===== src/rtl/collatz_range_browser.sv =====
// collatz_range_browser
//   Board-level control between pushbuttons/switches and a Collatz "range"
//   engine. Debounces the keys, launches a run from the switch value, waits
//   for the engine with a watchdog, then lets the user browse the per-n
//   iteration counts with up/down/home keys (with hold-to-auto-repeat).
//
// Ports
//   clk         system clock
//   reset_n     asynchronous active-low reset
//   key_n[3:0]  raw active-low buttons: [3] go, [2] home/clear, [1] up, [0] down
//   sw          start value n
//   eng_go      one-cycle run pulse to the engine
//   eng_start   engine start value (LAUNCH/RUN) or result index (BROWSE)
//   eng_done    engine completion pulse
//   eng_count   engine iteration count for the current index
//   disp_n      n to display
//   disp_count  iteration count to display
//   busy        high while launching/running
//   error       high after a run timed out
module collatz_range_browser #(
  parameter int N_BITS          = 12,
  parameter int COUNT_BITS      = 16,
  parameter int RANGE_WORDS     = 256,
  parameter int ADDR_BITS       = 8,
  parameter int DEBOUNCE_CYCLES = 1000000,
  parameter int REPEAT_DELAY    = 25000000,
  parameter int REPEAT_RATE     = 5000000,
  parameter int READ_LAT        = 1,
  parameter int TIMEOUT_CYCLES  = 50000000,
  parameter int WRAP            = 0
) (
  input  logic                  clk,
  input  logic                  reset_n,
  input  logic [3:0]            key_n,
  input  logic [N_BITS-1:0]     sw,
  output logic                  eng_go,
  output logic [31:0]           eng_start,
  input  logic                  eng_done,
  input  logic [COUNT_BITS-1:0] eng_count,
  output logic [N_BITS-1:0]     disp_n,
  output logic [COUNT_BITS-1:0] disp_count,
  output logic                  busy,
  output logic                  error
);

  localparam int DB_W  = $clog2(DEBOUNCE_CYCLES + 1);
  localparam int RPT_W = $clog2(REPEAT_DELAY + REPEAT_RATE + 1);
  localparam int WD_W  = $clog2(TIMEOUT_CYCLES + 1);
  localparam int LAT_W = $clog2(READ_LAT + 2);

  localparam logic [DB_W-1:0]      DB_MAX  = DB_W'(DEBOUNCE_CYCLES - 1);
  localparam logic [RPT_W-1:0]     RD_MAX  = RPT_W'(REPEAT_DELAY - 1);
  localparam logic [RPT_W-1:0]     RR_MAX  = RPT_W'(REPEAT_RATE - 1);
  localparam logic [WD_W-1:0]      WD_MAX  = WD_W'(TIMEOUT_CYCLES - 1);
  localparam logic [LAT_W-1:0]     LAT_MAX = LAT_W'(READ_LAT);
  localparam logic [ADDR_BITS-1:0] OFF_MAX = ADDR_BITS'(RANGE_WORDS - 1);

  // ---------------------------------------------------------------------
  // Key path: 2-flop synchroniser (stored active-high), debouncer, edge
  // detector, and auto-repeat on the up/down keys.
  // ---------------------------------------------------------------------
  logic [3:0] sync1_q, sync2_q;
  logic [3:0] key_ev;

  always_ff @(posedge clk or negedge reset_n) begin
    if (!reset_n) begin
      sync1_q <= '0;
      sync2_q <= '0;
    end else begin
      sync1_q <= ~key_n;
      sync2_q <= sync1_q;
    end
  end

  for (genvar gi = 0; gi < 4; gi++) begin : g_key
    logic [DB_W-1:0] db_cnt_q, db_cnt_d;
    logic            level_q, level_d;
    logic            prev_q;
    logic            press;

    // The counter only runs while the synced sample disagrees with the
    // debounced level; any agreeing sample restarts it.
    always_comb begin
      db_cnt_d = '0;
      level_d  = level_q;
      if (sync2_q[gi] != level_q) begin
        if (db_cnt_q == DB_MAX) begin
          level_d = sync2_q[gi];
        end else begin
          db_cnt_d = db_cnt_q + 1'b1;
        end
      end
    end

    always_ff @(posedge clk or negedge reset_n) begin
      if (!reset_n) begin
        db_cnt_q <= '0;
        level_q  <= 1'b0;
        prev_q   <= 1'b0;
      end else begin
        db_cnt_q <= db_cnt_d;
        level_q  <= level_d;
        prev_q   <= level_q;
      end
    end

    assign press = level_q & ~prev_q;

    if (gi < 2) begin : g_rpt
      logic [RPT_W-1:0] rpt_cnt_q, rpt_cnt_d;
      logic             rpt_first_q, rpt_first_d;
      logic             rpt_fire;

      // Counting starts the cycle after the press edge, so a fire at
      // count == DELAY-1 lands exactly DELAY cycles after the press.
      // Releasing the key returns to the defaults, cancelling any repeat.
      always_comb begin
        rpt_cnt_d   = '0;
        rpt_first_d = 1'b1;
        rpt_fire    = 1'b0;
        if (level_q && prev_q) begin
          rpt_first_d = rpt_first_q;
          rpt_cnt_d   = rpt_cnt_q + 1'b1;
          if (rpt_first_q && (rpt_cnt_q == RD_MAX)) begin
            rpt_fire    = 1'b1;
            rpt_cnt_d   = '0;
            rpt_first_d = 1'b0;
          end else if (!rpt_first_q && (rpt_cnt_q == RR_MAX)) begin
            rpt_fire  = 1'b1;
            rpt_cnt_d = '0;
          end
        end
      end

      always_ff @(posedge clk or negedge reset_n) begin
        if (!reset_n) begin
          rpt_cnt_q   <= '0;
          rpt_first_q <= 1'b1;
        end else begin
          rpt_cnt_q   <= rpt_cnt_d;
          rpt_first_q <= rpt_first_d;
        end
      end

      assign key_ev[gi] = press | rpt_fire;
    end else begin : g_norpt
      assign key_ev[gi] = press;
    end
  end

  // Fixed priority go > home > up > down; losers in the same cycle are dropped.
  logic ev_go, ev_home, ev_up, ev_dn;
  assign ev_go   = key_ev[3];
  assign ev_home = key_ev[2] & ~key_ev[3];
  assign ev_up   = key_ev[1] & ~(key_ev[3] | key_ev[2]);
  assign ev_dn   = key_ev[0] & ~(key_ev[3] | key_ev[2] | key_ev[1]);

  // ---------------------------------------------------------------------
  // Control FSM
  // ---------------------------------------------------------------------
  typedef enum logic [2:0] {
    S_IDLE,
    S_LAUNCH,
    S_RUN,
    S_BROWSE,
    S_ERROR
  } state_t;

  state_t                 state_q, state_d;
  logic [N_BITS-1:0]      base_q, base_d;
  logic [ADDR_BITS-1:0]   offset_q, offset_d;
  logic [WD_W-1:0]        wd_q, wd_d;
  logic [LAT_W-1:0]       settle_q, settle_d;

  logic                   eng_go_q, eng_go_d;
  logic [31:0]            eng_start_q, eng_start_d;
  logic [N_BITS-1:0]      disp_n_q, disp_n_d;
  logic [COUNT_BITS-1:0]  disp_count_q, disp_count_d;
  logic                   busy_q, busy_d;
  logic                   error_q, error_d;

  always_comb begin
    state_d  = state_q;
    base_d   = base_q;
    offset_d = offset_q;
    wd_d     = wd_q;
    case (state_q)
      S_IDLE: begin
        if (ev_go) begin
          base_d  = sw;
          state_d = S_LAUNCH;
        end
      end
      S_LAUNCH: begin
        wd_d    = '0;
        state_d = S_RUN;
      end
      S_RUN: begin
        // done takes precedence over a watchdog expiry in the same cycle
        if (eng_done) begin
          offset_d = '0;
          state_d  = S_BROWSE;
        end else if (wd_q == WD_MAX) begin
          state_d = S_ERROR;
        end else begin
          wd_d = wd_q + 1'b1;
        end
      end
      S_BROWSE: begin
        if (ev_go) begin
          base_d  = sw;
          state_d = S_LAUNCH;
        end else if (ev_home) begin
          offset_d = '0;
        end else if (ev_up) begin
          if (offset_q == OFF_MAX) begin
            offset_d = (WRAP != 0) ? '0 : offset_q;
          end else begin
            offset_d = offset_q + 1'b1;
          end
        end else if (ev_dn) begin
          if (offset_q == '0) begin
            offset_d = (WRAP != 0) ? OFF_MAX : offset_q;
          end else begin
            offset_d = offset_q - 1'b1;
          end
        end
      end
      S_ERROR: begin
        if (ev_go) begin
          base_d  = sw;
          state_d = S_LAUNCH;
        end else if (ev_home) begin
          state_d = S_IDLE;
        end
      end
      default: state_d = S_IDLE;
    endcase
  end

  // Outputs are registered from the next state so they line up with state_q
  // and clear immediately with the asynchronous reset.
  always_comb begin
    eng_go_d     = (state_d == S_LAUNCH);
    busy_d       = (state_d == S_LAUNCH) || (state_d == S_RUN);
    error_d      = (state_d == S_ERROR);
    eng_start_d  = 32'(base_d);
    disp_n_d     = base_d;
    disp_count_d = '0;

    // settle_q counts cycles since eng_start last moved to a new index; the
    // engine count is trusted once READ_LAT cycles have elapsed.
    settle_d = settle_q;
    if ((state_d == S_BROWSE) && ((state_q != S_BROWSE) || (offset_d != offset_q))) begin
      settle_d = '0;
    end else if (settle_q != LAT_MAX) begin
      settle_d = settle_q + 1'b1;
    end

    case (state_d)
      S_IDLE: begin
        eng_start_d = 32'(sw);
        disp_n_d    = sw;
      end
      S_BROWSE: begin
        eng_start_d = 32'(offset_d);
        // Truncated sum; the carry out of base+offset is deliberately dropped.
        disp_n_d    = base_d + N_BITS'(offset_d);
        if ((state_q == S_BROWSE) && (settle_q == LAT_MAX)) begin
          disp_count_d = eng_count;
        end else begin
          disp_count_d = disp_count_q;
        end
      end
      S_ERROR: begin
        disp_count_d = '1;
      end
      default: ;
    endcase
  end

  always_ff @(posedge clk or negedge reset_n) begin
    if (!reset_n) begin
      state_q      <= S_IDLE;
      base_q       <= '0;
      offset_q     <= '0;
      wd_q         <= '0;
      settle_q     <= '0;
      eng_go_q     <= 1'b0;
      eng_start_q  <= '0;
      disp_n_q     <= '0;
      disp_count_q <= '0;
      busy_q       <= 1'b0;
      error_q      <= 1'b0;
    end else begin
      state_q      <= state_d;
      base_q       <= base_d;
      offset_q     <= offset_d;
      wd_q         <= wd_d;
      settle_q     <= settle_d;
      eng_go_q     <= eng_go_d;
      eng_start_q  <= eng_start_d;
      disp_n_q     <= disp_n_d;
      disp_count_q <= disp_count_d;
      busy_q       <= busy_d;
      error_q      <= error_d;
    end
  end

  assign eng_go     = eng_go_q;
  assign eng_start  = eng_start_q;
  assign disp_n     = disp_n_q;
  assign disp_count = disp_count_q;
  assign busy       = busy_q;
  assign error      = error_q;

endmodule


===== config.mk =====
export PLATFORM = sky130hd
export DESIGN_NAME = collatz_range_browser
export DESIGN_NICKNAME = d
export VERILOG_FILES = /design/src/rtl/collatz_range_browser.sv
export SDC_FILE = /design/constraint.sdc
export NUM_CORES = 1
export LEC_CHECK = 0
export BUFFER_PORTS_ARGS = -buffer_cell sky130_fd_sc_hd__buf_4
export CELL_PAD_IN_SITES_DETAIL_PLACEMENT = 0
export CELL_PAD_IN_SITES_GLOBAL_PLACEMENT = 1
export CORE_ASPECT_RATIO = 1.5
export CORE_UTILIZATION = 45
export CTS_BUF_LIST = sky130_fd_sc_hd__clkbuf_16
export DETAILED_ROUTE_END_ITERATION = 10
export PLACE_DENSITY = 0.78
export REMOVE_ABC_BUFFERS = 1
export SLEW_MARGIN = 30
export SYNTH_ARGS = -nofsm -noshare
export SYNTH_HDL_FRONTEND = slang
export SYNTH_SLANG_ARGS = --single-unit

===== constraint.sdc =====
create_clock -name clk -period 8.5 [get_ports clk]
set_input_delay 0.425 -clock clk [delete_from_list [all_inputs] [get_ports clk]]
set_output_delay 0.425 -clock clk [all_outputs]
set_load 0.02 [all_outputs]

# Word level (Yosys, flattened, before mapping)
# Cells that the tools add are included.
[word_totals]
regBits = 242
elab_cells = 163
in_bits = 35
ram_bits = 0
latchBits = 0
output_inout_bits = 63
rom_bits = 0
memories = 0
[op_classes]
mul = 0
n_mux = 49
div = 0
addsub = 11
shift = 0
bitwise_logic = 19
reduce_logical = 24
n_eq_ne = 31
n_lt_le_gt_ge = 0
[ops]
columns = ["operator", "n"]
rows = [
  ["$mux 20", 8],
  ["$mux 25", 6],
  ["$add 20x1->20 const B", 4],
  ["$eq 20x20->1 const B", 4],
  ["$mux 8", 7],
  ["$mux 26", 2],
  ["$pmux 26 s2", 1],
  ["$add 25x1->25 const B", 2],
  ["$eq 25x23->1 const B", 2],
  ["$eq 25x25->1 const B", 2],
  ["$pmux 12 s2", 2],
  ["$pmux 16 s2", 1],
  ["$add 26x1->26 const B", 1],
  ["$eq 26x26->1 const B", 1],
  ["$mux 12", 2],
  ["$mux 16", 1],
  ["$pmux 8 s2", 1],
  ["$mux 3", 5],
  ["$add 12x8->12", 1],
  ["$eq 3x2->1 const B", 4],
  ["$pmux 3 s4", 1],
  ["$mux 1", 10],
  ["$add 8x1->8 const B", 1],
  ["$eq 8x8->1 const B", 1],
  ["other kinds (25)", 64],
]

# Longest topological paths before layout
# Gate-level depths: netlist of run 1.
[logic_depth]
depth_word = 18
ltp_mapped = 19
depth_no_buf = 19

# Worst setup path after synthesis of run 1
# No wires, ideal clock.
[synth_timing]
kind = "register to register"
startpoint = "reg g_key[0].g_rpt.rpt_cnt_q[20]"
endpoint = "reg disp_n_q[10], in the netlist disp_n[10]"
path_stages_with_launch = 19
synth_period_minus_slack_ns = 3.990
arrival_ns = 3.872
slack_ns = 4.510
path_buffers = 0
required_time_ns = 8.382
setup_ns = 0.118
cell_sequence = "dfrtp_1 -> or4b_1 -> nor4_1 -> o2111ai_1 -> a21oi_2 -> nand2_1 -> a31oi_1 -> a2bb2oi_1 -> o22ai_1 -> ha_1 -> fa_1 -> a21o_1 -> a21oi_1 -> o21bai_1 -> a21oi_1 -> o21ai_0 -> nand2_1 -> xnor2_1 -> a21o_1"
[synth_between]
elab_chain_len = 14
elab_cells_between_ends = 16
classes_between = "add/sub: 1; eq/ne: 2; mux: 9; bitwise: 2; reduce/logical: 2"
[synth_rtl]
columns = ["element", "line", "source"]
rows = [
  ["start: declaration", "110", "logic [RPT_W-1:0] rpt_cnt_q, rpt_cnt_d;"],
  ["start signal: assignment", "140", "rpt_cnt_q <= rpt_cnt_d;"],
  ["$eq 25x23->1", "128", "end else if (!rpt_first_q && (rpt_cnt_q == RR_MAX)) begin"],
  ["$logic_and 1x1->1", "128", ""],
  ["$mux 1", "128", ""],
  ["$mux 1 *", "124", "if (rpt_first_q && (rpt_cnt_q == RD_MAX)) begin"],
  ["$mux 1 *", "121", "if (level_q && prev_q) begin"],
  ["$or 1x1->1 *", "145", "assign key_ev[gi] = press | rpt_fire;"],
  ["$and 1x1->1 *", "156", "assign ev_dn = key_ev[0] & ~(key_ev[3] | key_ev[2] | key_ev[1]);"],
  ["$mux 8 *", "221", "end else if (ev_dn) begin"],
  ["$mux 8 *", "215", "end else if (ev_up) begin"],
  ["$mux 8 *", "213", "end else if (ev_home) begin"],
  ["$mux 8 *", "210", "if (ev_go) begin"],
  ["$pmux 8 s2 *", "187", "case (state_q)"],
  ["named net offset_d[0]", "171", "logic [ADDR_BITS-1:0] offset_q, offset_d;"],
  ["$add 12x8->12 *", "268", "disp_n_d = base_d + N_BITS'(offset_d);"],
  ["$pmux 12 s2 *", "260", "case (state_d)"],
  ["named net disp_n_d[10]", "177", "logic [N_BITS-1:0] disp_n_q, disp_n_d;"],
  ["end signal: assignment", "303", "disp_n_q <= disp_n_d;"],
  ["end: declaration", "177", ""],
]
# The timed path passes the listed nets; every way through them passes the cells marked *.
# A chain may end at the register's enable or synchronous reset.

# Worst setup path in the final report of run 1
[layout_timing]
startpoint = "reg g_key[0].g_rpt.rpt_cnt_q[16]"
endpoint = "reg disp_n_q[10], in the netlist disp_n[10]"
# Same word-level chain as after synthesis.

==> reports/qor_table.md, run 1 <==
| Step | Result | This run |
|---|---|---|
| status | Result of the run | complete, no violations |
| route | Remaining design rule violation count | 0 |
| floorplanning | Starting utilization of the core area | 46.02% |
| critical path | Worst flop-to-flop path startpoint | g_key[0].g_rpt.rpt_cnt_q[16]$_DFF_PN0_ |
| pwr | Clock network fraction of total power | 37.4% |
| synth | Cell type with the largest total area after synthesis | sky130_fd_sc_hd__dfrtp_1 |
| route | Routed wire length | 26610 um |
| pwr | Leakage power of the design | 6.186 nW |
| synth | Gate count after technology mapping | 1299 |
| hold path | Class of the tightest hold or removal check | in2reg |
| pwr | Switching part of the total | 28.22% |
| timing | Clock Skew | 11.82 ps |
| critical path | Worst Path Buf+Inv | 0 |
| global route | Maximum number of pins on one net before global-route repair | 84 |
| place | Detailed Place HPWL | 18250 um |
| critical path | Worst setup path startpoint | g_key[0].g_rpt.rpt_cnt_q[16]$_DFF_PN0_ |
| layout | Core Util, Final | 52.14% |
| timing | Total Negative Setup Slacks | 0 ps |
| cts | Clock tree from TritonCTS | built |
| synth | EDFF count, synth | 0 |
| route | Detailed router's first-iteration violation count | 633 |
| place | Worst slack, placed | 3609 ps |
| layout | Final Instance Count excl. Fillers | 1722 |
| cts | Clk pin slew, worst setup/hold paths | 60 ps |
| critical path | CP endpoint kind | register |
| pwr | Share of power burned in combinational logic | 18.0% |
| timing | RSZ-0062 raised after global routing | false |
| synth | Part of the Yosys area used for sequential elements | 49.53% |
| global route | Remaining global-route overflow | 0 |
| synth | Number of unique standard cell types used by synthesis | 82 |
| critical path | Kind of critical path | reg2reg |
| layout | Number of antenna cells inserted | 0 |
| place | Count of buffers inserted at the top-level ports | 77 |
| place | Final GP Congestion | 0.9236 |
| route | Routed Antenna Nets | 0 |
| timing | Highest clock rate | 202.3 MHz |
| floorplanning | Die width | 136.6 um |
| floorplanning | Die area | 27860 um2 |
| synth | Synth warn | 0 |
| synth | Yosys top cell area share | 49.10% |
| global route | Initial antenna violation count | 0 |
| timing | Actual slew at the worst max-slew pin | 814.4 ps |
| critical path | Worst path slowest cell | sky130_fd_sc_hd__a21oi_2 |
| synth | Cell types with the highest counts after synthesis | 240 x sky130_fd_sc_hd__dfrtp_1, 199 x sky130_fd_sc_hd__nor2_1, 123 x sky130_fd_sc_hd__nand2_1 |
| critical path | CP max FO | 14 |
| synth | Cell types occupying the most area after synthesis | sky130_fd_sc_hd__dfrtp_1 49%, sky130_fd_sc_hd__nor2_1 6.1%, sky130_fd_sc_hd__xnor2_1 5.4%, sky130_fd_sc_hd__xor2_1 4.6%, sky130_fd_sc_hd__nand2_1 3.8% |
| layout | Layout fillers | 2461 |
| job | Max Cap Viol | 0 |
| cts | Clock buffers created by TritonCTS | 25 |
| route | Wire per inst | 15.45 um |
| timing | Final count of hold timing violations | 0 |
| floorplanning | I/O pin count | 98 |
| floorplanning | Row cnt | 73 |
| layout | Share of layout cells above drive strength 1 | 10.97% |
| global route | Tot GR Track Use | 19.93% |
| synth | Mean instance size in the synthesized netlist | 9.415 um2 |
| timing | Post-layout min period | 4943 ps |
| critical path | CP peak stage delay | 540 ps |
| pwr | Power per unit of standard cell area | 212.6 nW/um2 |
| layout | Final nets | 1422 |
| cts | Count of cells resized by post-cts repair | 0 |
| route | First-pass DRT Iterations | 5 |
| cts | CTS max path bufs | 3 |
| place | Cell area after placement | 13030 um2 |
| critical path | Cells traversed along the worst timing path | or4b_1 -> nor4_1 -> o2111ai_1 -> a21oi_2 -> nand2_1 -> a31oi_1 -> a2bb2oi_1 -> o22ai_1 -> ha_1 -> fa_1 -> a21o_1 -> a21oi_1 -> o21bai_1 -> a21oi_1 -> o21ai_0 -> nand2_1 -> xnor2_1 -> a21o_1 |
| synth | Share of synthesized registers carrying an async set or reset | 100.0% |
| global route | Vias in the first global route | 9262 |
| critical path | Arrival time at the worst endpoint | 5370 ps |
| synth | Top-count cell post-synth | sky130_fd_sc_hd__dfrtp_1 |
| synth | Register bit total from synthesis | 242 |
| synth | Dominant synthesized flop cell | sky130_fd_sc_hd__dfrtp_1 |
| layout | Post-route cell area | 13860 um2 |
| timing | Max Slew Vio Count | 0 |
| critical path | Dominant delay contributor by cell family on the critical path | compound AO/OA/AOI/OAI gates |
| route | Vias post-DR | 9281 |
| critical path | Startpoint type of the worst setup path | register |
| cts | Clock network latency to the later pin of the worst-skew pair | 530 ps |
| hold path | Origin of the worst min-delay path | key_n[0] |
| cts | CTS Root Buffer Type | sky130_fd_sc_hd__clkbuf_16 |
| floorplanning | Area of the placeable core | 26580 um2 |
| pwr | Switching power of the nets | 0.8314 mW |
| cts | Number of buffers inserted for hold repair after clock tree synthesis | 1 |
| timing | Headroom to the max-slew limit | 45.71% |
| timing | Final worst-path cycle share | 58.15% |
| synth | Mapped Area | 12230 um2 |
| critical path | CP Data Required Time | 8920 ps |
| pwr | Internal power summed over all cells | 2.115 mW |
| timing | Setup slack of the critical path after layout | 3557 ps |
| global route | Global-route wire length before repair | 45200 um |
| layout | Signed area change from the synthesized netlist to the final layout | 13.31% |
| pwr | Sequential group share of total power | 44.7% |
| route | Vias per cell | 5.390 |
| place | Placed cell count | 1676 |
| pwr | Maximum ir drop on the vdd rail | 0.1813 mV |
| cts | TritonCTS Sinks | 242 |
| floorplanning | Die H | 203.9 um |
| cts | Post-CTS setup buffer count | 0 |
| cts | Htree depth | 1 |
| timing | Final Setup Violations | 0 |
## cells by family after synthesis
family | after synthesis | synth area share [%]
AO/OA/AOI/OAI | 197 | 9.934
other | 1 | 0.03066
flip-flops | 242 | 49.53
adder cells (fa/ha/maj) | 20 | 2.107
buffers and inverters | 107 | 4.256
AND/OR/NAND/NOR | 583 | 23.33
multiplexers | 10 | 0.8593
XOR/XNOR | 139 | 9.954
## power groups by stage
stage | registers [mW] | clock network (mW) | logic, mW
finish | 1.32 | 1.10 | 0.529
global route | 1.33 | 1.18 | 0.588
CTS | 1.32 | 1.14 | 0.533
detailed placement | 1.33 | 0 | 0.531
global placement | 1.33 | 0 | 0.526
floorplan | 1.40 | 0 | 0.245
## flip-flops by register name, summed over array words and instances, names as in the netlist, 2 cells and up
register / flops
offset_q: 8
sync2_q: 4
g_key.prev_q: 4
base_q: 12
eng_start: 12
g_key.db_cnt_q: 80
sync1_q: 4
state_q: 3
g_key.g_rpt.rpt_cnt_q: 50
g_key.level_q: 4
disp_count: 16
g_key.g_rpt.rpt_first_q: 2
wd_q: 26
disp_n: 12
settle_q: 2
## through the flow
step | power, mW | hold WS, ps
floorplan | 1.645 | 129.4
global placement | 1.860 | 341.4
detailed placement | 1.866 | 334.7
CTS | 2.986 | 9.625
global route | 3.095 | 12.61
finish | 2.946 | 30.97
## metal layers
layer	routed length (um)	GRT usage (%)	vias up
met2	13250	34.06	198
met1	11610	25.59	4477
met5	0	0	-
met4	688	7.302	0
li1	-	-	4553
met3	1069	2.505	53
## cells in the final DEF, fill, tap and decap left out, types with 5 or more instances in the layout
cell / instances
sky130_fd_sc_hd__a21o_1: 14
sky130_fd_sc_hd__o21bai_1: 5
sky130_fd_sc_hd__and3_1: 30
sky130_fd_sc_hd__o22ai_1: 5
sky130_fd_sc_hd__a31oi_1: 9
sky130_fd_sc_hd__dfrtp_1: 240
sky130_fd_sc_hd__nor2b_1: 6
sky130_fd_sc_hd__nor2_1: 199
sky130_fd_sc_hd__o21ai_1: 5
sky130_fd_sc_hd__conb_1: 20
sky130_fd_sc_hd__xor2_1: 64
sky130_fd_sc_hd__nand3_1: 75
sky130_fd_sc_hd__clkinv_1: 8
sky130_fd_sc_hd__nor4b_1: 7
sky130_fd_sc_hd__or2_2: 5
sky130_fd_sc_hd__nor3_1: 22
sky130_fd_sc_hd__nand2b_1: 10
sky130_fd_sc_hd__nand2_1: 123
sky130_fd_sc_hd__clkbuf_16: 25
sky130_fd_sc_hd__nand4_1: 22
sky130_fd_sc_hd__o21ai_0: 55
sky130_fd_sc_hd__mux2i_1: 6
sky130_fd_sc_hd__buf_4: 85
sky130_fd_sc_hd__or3_1: 27
sky130_fd_sc_hd__ha_1: 19
sky130_fd_sc_hd__nor4_1: 10
sky130_fd_sc_hd__inv_1: 48
sky130_fd_sc_hd__and2_1: 6
sky130_fd_sc_hd__a21oi_1: 61
sky130_fd_sc_hd__and4_1: 8
sky130_fd_sc_hd__a22oi_1: 5
sky130_fd_sc_hd__xnor2_1: 75
## path summary, 6_finish.rpt
path | depth (start not counted) | slack [ps] | end
max | 18 | 3560 | disp_n[10]$_DFF_PN0_
min | 2 | 30 | sync1_q[0]$_DFF_PN0_
max reg2reg | 18 | 3560 | disp_n[10]$_DFF_PN0_
min reg2reg | 0 | 350 | sync2_q[2]$_DFF_PN0_
max in group asynchronous | 4 | 6120 | g_key[0].db_cnt_q[18]$_DFF_PN0_
min in group asynchronous | 2 | 470 | wd_q[15]$_DFFE_PN0P_
## final cells by class
cell class                 count  area (um2)  area share, %
clock inverter                20       182.7          1.318
sequential                   242        6058          43.72
timing repair buffer          87       663.1          4.785
inverter                      42       157.7          1.138
tap                          337       421.7          3.043
multi-input combinational    969        5749          41.49
clock buffer                  25       625.6          4.514
Note: power is estimated with default switching activity, not from simulation.
==> inputs of run 2 (changes only) <==
CORE_UTILIZATION = 42   (was 45)
PLACE_DENSITY = 0.77   (was 0.78)
clock period = 4.25 ns   (was 8.5 ns; I/O delays follow)
==> run 2 against run 1 <==
Compared with the run above: sequential power rose by 98%; non-clock buffer count rose by 68; utilization fell by 1.5 points; hold slack improved by 2.1 ps; critical endpoint is now disp_n[7]$_DFF_PN0_.
==> reports/qor_table.md, run 2 (synthesis results as in run 1) <==
| Step | Result | This run | Change |
|---|---|---|---|
| timing | Post-layout min period | 4027 ps | -915.5 ps |
| layout | Largest register by flop count | g_key.db_cnt_q |  |
| cts | Post-CTS setup buffer count | 0 | unchanged |
| place | Detailed Place HPWL | 19250 um | +5.5% |
| critical path | Slack of the worst reg-to-reg path | 220 ps | -3330 ps |
| global route | Initial antenna violation count | 0 | unchanged |
| cts | CTS Root Buffer Type | sky130_fd_sc_hd__clkbuf_16 |  |
| critical path | End of the worst register-to-register path | disp_n[7]$_DFF_PN0_ |  |
| layout | Layout fillers | 2717 | +10% |
| floorplanning | I/O pin count | 98 | unchanged |
| critical path | Worst setup path startpoint | g_key[0].g_rpt.rpt_cnt_q[12]$_DFF_PN0_ |  |
| critical path | Startpoint type of the worst setup path | register |  |
| critical path | Worst setup path endpoint | disp_n[7]$_DFF_PN0_ |  |
| pwr | Maximum ir drop on the vdd rail | 0.3525 mV | +94% |
| place | Final GP Congestion | 0.9308 | +0.78% |
| timing | Actual slew at the worst max-slew pin | 855.6 ps | +41.28 ps |
| job | Max Cap Viol | 0 | unchanged |
| route | Routed wire length | 27520 um | +3.4% |
| pwr | Power per unit of standard cell area | 407.6 nW/um2 | +92% |
| cts | Clock tree from TritonCTS | built |  |
| timing | Final worst-path cycle share | 94.76% | +37 points |
| critical path | CP endpoint kind | register |  |
| layout | Top library cells by usage in the layout, fill and taps aside | 240 x sky130_fd_sc_hd__dfrtp_1, 199 x sky130_fd_sc_hd__nor2_1, 123 x sky130_fd_sc_hd__nand2_1 |  |
| cts | Clock network latency to the later pin of the worst-skew pair | 530 ps | about the same |
| floorplanning | Row cnt | 76 | +4.1% |
| layout | Core Util, Final | 50.62% | -1.5 points |
| timing | Highest clock rate | 248.3 MHz | +23% |
| timing | Headroom to the max-slew limit | 42.36% | -3.4 points |
| timing | Setup slack of the critical path after layout | 222.5 ps | -3334 ps |
| pwr | Pwr Total | 5.926 mW | +100% |
| global route | Tot GR Track Use | 19.41% | -0.52 points |
| layout | Most common cell after layout, fill and taps aside | sky130_fd_sc_hd__dfrtp_1 |  |
| layout | Max FFs per register | 80 | unchanged |
| layout | Final nets | 1490 | +4.8% |
| cts | Clk pin slew, worst setup/hold paths | 60 ps | about the same |
| global route | Maximum number of pins on one net before global-route repair | 98 | +17% |
| critical path | Worst path slowest cell | sky130_fd_sc_hd__or4bb_1 |  |
| floorplanning | Starting utilization of the core area | 42.59% | -3.4 points |
| cts | TritonCTS Sinks | 242 | unchanged |
| critical path | CP peak stage delay | 490 ps | -50 ps |
| critical path | CP Data Required Time | 4640 ps | -4280 ps |
| critical path | Cells on worst reg2reg path | 17 | -1 |
| layout | Share of layout cells above drive strength 1 | 13.77% | +2.8 points |
| place | Placed cell count | 1767 | +5.4% |
| cts | Htree depth | 1 | unchanged |
| route | Remaining design rule violation count | 0 | unchanged |
| timing | Max Slew Vio Count | 0 | unchanged |
| cts | Clock buffers created by TritonCTS | 25 | unchanged |
| floorplanning | Die area | 29820 um2 | +7.1% |
| layout | Number of antenna cells inserted | 0 | unchanged |
| place | Worst slack, placed | -48.50 ps | -3658 ps |
| route | Routed Antenna Nets | 0 | unchanged |
| place | Count of buffers inserted at the top-level ports | 77 | unchanged |
| route | Vias per cell | 5.147 | -4.5% |
| global route | Remaining global-route overflow | 0 | unchanged |
| floorplanning | Area of the placeable core | 28720 um2 | +8.0% |
| critical path | Worst flop-to-flop path startpoint | g_key[0].g_rpt.rpt_cnt_q[12]$_DFF_PN0_ |  |
| timing | Clock Skew | 10.78 ps | -1.035 ps |
| timing | RSZ-0062 raised after global routing | true |  |
| critical path | Kind of critical path | reg2reg |  |
| global route | Global-route wire length before repair | 47080 um | +4.2% |
| hold path | Class of the tightest hold or removal check | in2reg |  |
| timing | Worst hold margin | 33.05 ps | +2.076 ps |
| route | First-pass DRT Iterations | 6 | +1 |
| layout | Signed area change from the synthesized netlist to the final layout | 18.86% |  |
| global route | Vias in the first global route | 9565 | +3.3% |
| route | Wire per inst | 14.94 um | -3.3% |
| layout | Final Instance Count excl. Fillers | 1842 | +7.0% |
| pwr | Leakage power of the design | 6.490 nW | +4.9% |
| critical path | CP max FO | 13 | -1 |
| critical path | Arrival time at the worst endpoint | 4420 ps | -950 ps |
| route | Detailed router's first-iteration violation count | 576 | -9.0% |
| layout | Largest registers | g_key.db_cnt_q (80), g_key.g_rpt.rpt_cnt_q (50), wd_q (26) |  |
| timing | Final count of hold timing violations | 0 | unchanged |
| cts | CTS max path bufs | 3 | unchanged |
| floorplanning | Die width | 141.3 um | +3.5% |
| route | Vias post-DR | 9481 | +2.2% |
| timing | Final Setup Violations | 0 | unchanged |
| critical path | Cells traversed along the worst timing path | or4bb_1 -> nor4_1 -> o2111ai_1 -> a21oi_2 -> buf_4 -> nand2_1 -> o2bb2ai_1 -> o221a_2 -> a21o_1 -> ha_1 -> a21oi_1 -> o21bai_1 -> a21oi_2 -> o21bai_1 -> a21oi_1 -> xor2_1 -> o21ai_0 |  |
| floorplanning | Die H | 211 um | +3.5% |
| status | Result of the run | complete, no violations |  |
-- run 2: changes by cell type in the layout (fill, tap and decap cells not counted), moves of 2 or more --
cell,previous run,this run
sky130_fd_sc_hd__o21ai_2,0,2
sky130_fd_sc_hd__dlygate4sd3_1,1,31
sky130_fd_sc_hd__o21ai_0,55,53
sky130_fd_sc_hd__buf_4,85,122
sky130_fd_sc_hd__a21oi_1,61,58
sky130_fd_sc_hd__a21oi_2,2,5
sky130_fd_sc_hd__inv_1,48,44
sky130_fd_sc_hd__clkinvlp_4,0,2
-- run 2: stage by stage --
step           TNS, ps  instance area (um2)
2_1_floorplan    -2781                11940
3_3_place_gp         0                13390
3_5_place_dp    -84.69                13400
4_1_cts              0                14510
5_1_grt         -17.47                14540
6_report             0                14540
-- run 2: layout make-up --
| class | count | area, um2 | share of cell area, % |
|---|---|---|---|
| clock buffers | 25 | 625.6 | 4.303 |
| clock inverters | 19 | 166.4 | 1.145 |
| inverters | 42 | 157.7 | 1.084 |
| multi-input cells | 969 | 5781 | 39.76 |
| flip-flops and latches | 242 | 6058 | 41.67 |
| well taps | 390 | 488.0 | 3.357 |
| repair buffers | 155 | 1261 | 8.675 |
-- run 2: worst max-delay path, delay by kind of cell (launching register included) --
| kind | cells | cell delay [ps] |
|---|---|---|
| buffers and inverters | 1 | 230 |
| AND/OR/NAND/NOR | 3 | 800 |
| XOR/XNOR | 1 | 150 |
| adder cells (fa/ha/maj) | 1 | 320 |
| AO/OA/AOI/OAI | 11 | 2030 |
| flip-flops | 1 | 370 |
-- run 2: worst min-delay path by stage --
stage | startpoint | slack [ps] | cells past startpoint | end
after floorplan | reset_n | -80 | 0 | base_q[0]$_DFF_PN0_
after global placement | reset_n | 300 | 1 | eng_start[10]$_DFF_PN0_
after detailed placement | reset_n | 300 | 1 | eng_start[10]$_DFF_PN0_
after CTS | sw[8] | 10 | 3 | eng_start[8]$_DFF_PN0_
after global routing | sw[8] | 40 | 3 | eng_start[8]$_DFF_PN0_
final | sw[8] | 30 | 3 | eng_start[8]$_DFF_PN0_
-- run 2: timing repair --
action / 4_1_cts / 5_1_grt
endpoints found under the hold margin: 139 / 0
gates resized for setup: 1 / 9
endpoints found under the setup margin: 4 / 6
pin swaps: 2 / 6
hold buffers: 31 / 0
-- run 2: per-layer routing --
metal / up-vias / share of wire, % / global-route usage [%]
met5: - / 0 / 0
met2: 168 / 51 / 34.72
met4: 0 / 2.8 / 7.234
met1: 4564 / 43 / 23.69
li1: 4697 / - / -
met3: 52 / 3.1 / 2.494
-- run 2: report_power, final --
group | total (mW) | internal, mW | switching [mW]
clock network | 2.15 | 1.25 | 0.901
logic | 1.17 | 0.500 | 0.667
registers | 2.61 | 2.49 | 0.118
total | 5.93 | 4.24 | 1.69
==> inputs of run 3 (changes only) <==
--- a/config.mk
+++ b/config.mk
@@ -7,3 +7,2 @@
 export LEC_CHECK = 0
-export BUFFER_PORTS_ARGS = -buffer_cell sky130_fd_sc_hd__buf_4
 export CELL_PAD_IN_SITES_DETAIL_PLACEMENT = 0
@@ -11,5 +10,6 @@
 export CORE_ASPECT_RATIO = 1.5
-export CORE_UTILIZATION = 42
+export CORE_UTILIZATION = 45
 export CTS_BUF_LIST = sky130_fd_sc_hd__clkbuf_16
 export DETAILED_ROUTE_END_ITERATION = 10
+export DONT_BUFFER_PORTS = 1
 export PLACE_DENSITY = 0.77
--- a/constraint.sdc
+++ b/constraint.sdc
@@ -3,2 +3,2 @@
 set_output_delay 0.2125 -clock clk [all_outputs]
-set_load 0.02 [all_outputs]
+set_load 0.01 [all_outputs]
==> run 3 against run 2 <==
Compared with the run above: the flow now finishes with violations (hold timing); first-iteration DRC count shrank 22%; final area shrank 4.3%; register-to-register slack is essentially flat; clock power is essentially flat; flip-flop and latch count is the same; sequential power grew 3%; cell count shrank 7.0%; clock-buffer cell count is the same; die area shrank 6.6%; combinational power shrank 40%; clock skew grew 7.9 ps.
==> reports/qor_table.md, run 3 (synthesis results as in run 1) <==
| Step | Result | This run | Change |
|---|---|---|---|
| layout | Signed area change from the synthesized netlist to the final layout | 13.73% |  |
| layout | Largest register by flop count | g_key.db_cnt_q |  |
| layout | Largest registers | g_key.db_cnt_q (80), g_key.g_rpt.rpt_cnt_q (50), wd_q (26) |  |
| cts | Clock network latency to the later pin of the worst-skew pair | 540 ps | about the same |
| job | Max Cap Viol | 0 | unchanged |
| critical path | End of the worst register-to-register path | disp_n[10]$_DFF_PN0_ |  |
| route | Vias per cell | 5.377 | +4.5% |
| layout | Final nets | 1413 | -5.2% |
| route | Vias post-DR | 9210 | -2.9% |
| timing | Final Setup Violations | 0 | unchanged |
| pwr | Pwr Total | 5.582 mW | -5.8% |
| global route | Vias in the first global route | 9332 | -2.4% |
| route | Remaining design rule violation count | 0 | unchanged |
| global route | Global-route wire length before repair | 45540 um | -3.3% |
| layout | Share of layout cells above drive strength 1 | 9.230% | -4.5 points |
| place | Count of buffers inserted at the top-level ports | 0 | -100% |
| place | Cell area after placement | 12720 um2 | -5.1% |
| route | Detailed router's first-iteration violation count | 448 | -22% |
| cts | CTS max path bufs | 3 | unchanged |
| floorplanning | I/O pin count | 98 | unchanged |
| critical path | CP endpoint kind | register |  |
| timing | Final worst-path cycle share | 94.58% | -0.18 points |
| global route | Tot GR Track Use | 20.19% | +0.78 points |
| hold path | Class of the tightest hold or removal check | in2async |  |
| layout | Post-route cell area | 13910 um2 | -4.3% |
| cts | Htree depth | 1 | unchanged |
| global route | Initial antenna violation count | 0 | unchanged |
| route | Wire per inst | 15.66 um | +4.8% |
| place | Final GP Congestion | 0.8933 | -4.0% |
| timing | Final count of hold timing violations | 242 | +242 |
| layout | Number of antenna cells inserted | 0 | unchanged |
| cts | Number of buffers inserted for hold repair after clock tree synthesis | 33 | +6.5% |
| pwr | Maximum ir drop on the vdd rail | 0.3457 mV | -1.9% |
| status | Result of the run | finished, violations left |  |
| pwr | Power per unit of standard cell area | 401.3 nW/um2 | -1.5% |
| cts | Clk pin slew, worst setup/hold paths | 70 ps | about the same |
| place | Placed cell count | 1635 | -7.5% |
| timing | Max Slew Vio Count | 0 | unchanged |
| timing | Highest clock rate | 248.8 MHz | +0.19% |
| global route | Maximum number of pins on one net before global-route repair | 243 | +150% |
| layout | Max FFs per register | 80 | unchanged |
| route | Routed Antenna Nets | 0 | unchanged |
| layout | Most common cell after layout, fill and taps aside | sky130_fd_sc_hd__dfrtp_1 |  |
| floorplanning | Die area | 27860 um2 | -6.6% |
| cts | Clock buffers created by TritonCTS | 25 | unchanged |
| place | Detailed Place HPWL | 18340 um | -4.8% |
| timing | Post-layout min period | 4020 ps | -7.653 ps |
| layout | Top library cells by usage in the layout, fill and taps aside | 240 x sky130_fd_sc_hd__dfrtp_1, 199 x sky130_fd_sc_hd__nor2_1, 123 x sky130_fd_sc_hd__nand2_1 |  |
| critical path | Startpoint type of the worst setup path | register |  |
| critical path | Cells on worst reg2reg path | 18 | +1 |
| route | Routed wire length | 26820 um | -2.5% |
| global route | Remaining global-route overflow | 0 | unchanged |
| critical path | Kind of critical path | reg2reg |  |
| critical path | CP max FO | 2 | -11 |
| status | Violated checks | hold timing |  |
| cts | TritonCTS Sinks | 242 | unchanged |
| timing | Worst hold margin | -615.2 ps | -648.2 ps |
| cts | Post-CTS setup buffer count | 0 | unchanged |
| timing | Headroom to the max-slew limit | 38.72% | -3.6 points |
| critical path | Worst flop-to-flop path startpoint | g_key[0].g_rpt.rpt_cnt_q[12]$_DFF_PN0_ |  |
| critical path | Slack of the worst reg-to-reg path | 230 ps | about the same |
| timing | Clock Skew | 18.64 ps | +7.853 ps |
| floorplanning | Area of the placeable core | 26580 um2 | -7.4% |
| layout | Final Instance Count excl. Fillers | 1713 | -7.0% |
| route | First-pass DRT Iterations | 4 | -2 |
| timing | Total Negative Setup Slacks | 0 ps | unchanged |
| critical path | Arrival time at the worst endpoint | 4450 ps | +30 ps |
| floorplanning | Row cnt | 73 | -3.9% |
| cts | Clock tree from TritonCTS | built |  |
| timing | Actual slew at the worst max-slew pin | 918.2 ps | +62.56 ps |
| floorplanning | Die width | 136.6 um | -3.3% |
| cts | CTS Root Buffer Type | sky130_fd_sc_hd__clkbuf_16 |  |
| critical path | CP Data Required Time | 4680 ps | +40 ps |
| floorplanning | Starting utilization of the core area | 46.02% | +3.4 points |
| pwr | Leakage power of the design | 6.122 nW | -5.7% |
| floorplanning | Die H | 203.9 um | -3.4% |
[run 3: through the flow]
| stage | utilization [%] | setup WS [ps] |
|---|---|---|
| 2_1_floorplan | - | -505.1 |
| 3_3_place_gp | 47.84 | 23.24 |
| 3_5_place_dp | 47.86 | -70.17 |
| 4_1_cts | 52.15 | 2.077 |
| 5_1_grt | 52.33 | -16.33 |
| 6_report | 52.33 | 230.2 |
[run 3: worst max-delay path by stage]
stage | from | to | slack (ps) | cells past startpoint
6_report | g_key[0].g_rpt.rpt_cnt_q[12]$_DFF_PN0_ | disp_n[10]$_DFF_PN0_ | 230 | 18
5_1_grt | g_key[0].g_rpt.rpt_cnt_q[12]$_DFF_PN0_ | disp_n[10]$_DFF_PN0_ | -20 | 18
3_5_place_dp | g_key[0].g_rpt.rpt_cnt_q[16]$_DFF_PN0_ | disp_n[10]$_DFF_PN0_ | -70 | 18
3_3_place_gp | g_key[0].g_rpt.rpt_cnt_q[16]$_DFF_PN0_ | disp_n[10]$_DFF_PN0_ | 20 | 18
4_1_cts | g_key[0].g_rpt.rpt_cnt_q[16]$_DFF_PN0_ | disp_n[11]$_DFF_PN0_ | 2 | 18
2_1_floorplan | state_q[2]$_DFF_PN0_ | disp_n[10]$_DFF_PN0_ | -510 | 12
[run 3: timing repair]
| item | CTS | global route |
|---|---|---|
| gates resized for setup | 1 | 11 |
| pin swaps | 2 | 4 |
| setup endpoints to repair | 4 | 6 |
| hold endpoints to repair | 299 | 242 |
[run 3: power breakdown]
part | leakage (nW) | switching, mW | total, mW | internal (mW)
sequential | 3.17 | 0.204 | 2.70 | 2.49
combinational | 2.55 | 0.395 | 0.705 | 0.310
clock | 0.409 | 0.921 | 2.18 | 1.26
[run 3: cell type report]
cell class | instances | area, um2
Fill cell | 2469 | 12670
Sequential cell | 242 | 6058
Multi-Input combinational cell | 969 | 5793
Timing Repair Buffer | 78 | 668.1
Clock buffer | 25 | 625.6
Tap cell | 337 | 421.7
Clock inverter | 20 | 185.2
Inverter | 42 | 157.7
[run 3: routing by layer]
metal / vias up / track usage (%) / part of all wire [%]
met2: 135 / 35.51 / 52
li1: 4534 / - / -
met5: - / 0 / 0
met3: 37 / 2.604 / 3.1
met1: 4504 / 25.32 / 43
met4: 0 / 6.548 / 2.3
[run 3: critical path: stages (launching register included)]
cell and delay (ps):
sky130_fd_sc_hd__dfrtp_1 370, sky130_fd_sc_hd__or4bb_1 520, sky130_fd_sc_hd__nor4_2 250, sky130_fd_sc_hd__o2111ai_2 200, sky130_fd_sc_hd__a21oi_2 230, sky130_fd_sc_hd__nand2_1 110, sky130_fd_sc_hd__a31oi_2 200, sky130_fd_sc_hd__a2bb2oi_2 170
sky130_fd_sc_hd__o22ai_1 110, sky130_fd_sc_hd__ha_1 250, sky130_fd_sc_hd__fa_1 390, sky130_fd_sc_hd__a21o_1 190, sky130_fd_sc_hd__a21oi_2 170, sky130_fd_sc_hd__o21bai_1 110, sky130_fd_sc_hd__a21oi_2 200, sky130_fd_sc_hd__o21ai_2 100
sky130_fd_sc_hd__nand2_1 80, sky130_fd_sc_hd__xnor2_1 60, sky130_fd_sc_hd__a21o_1 180
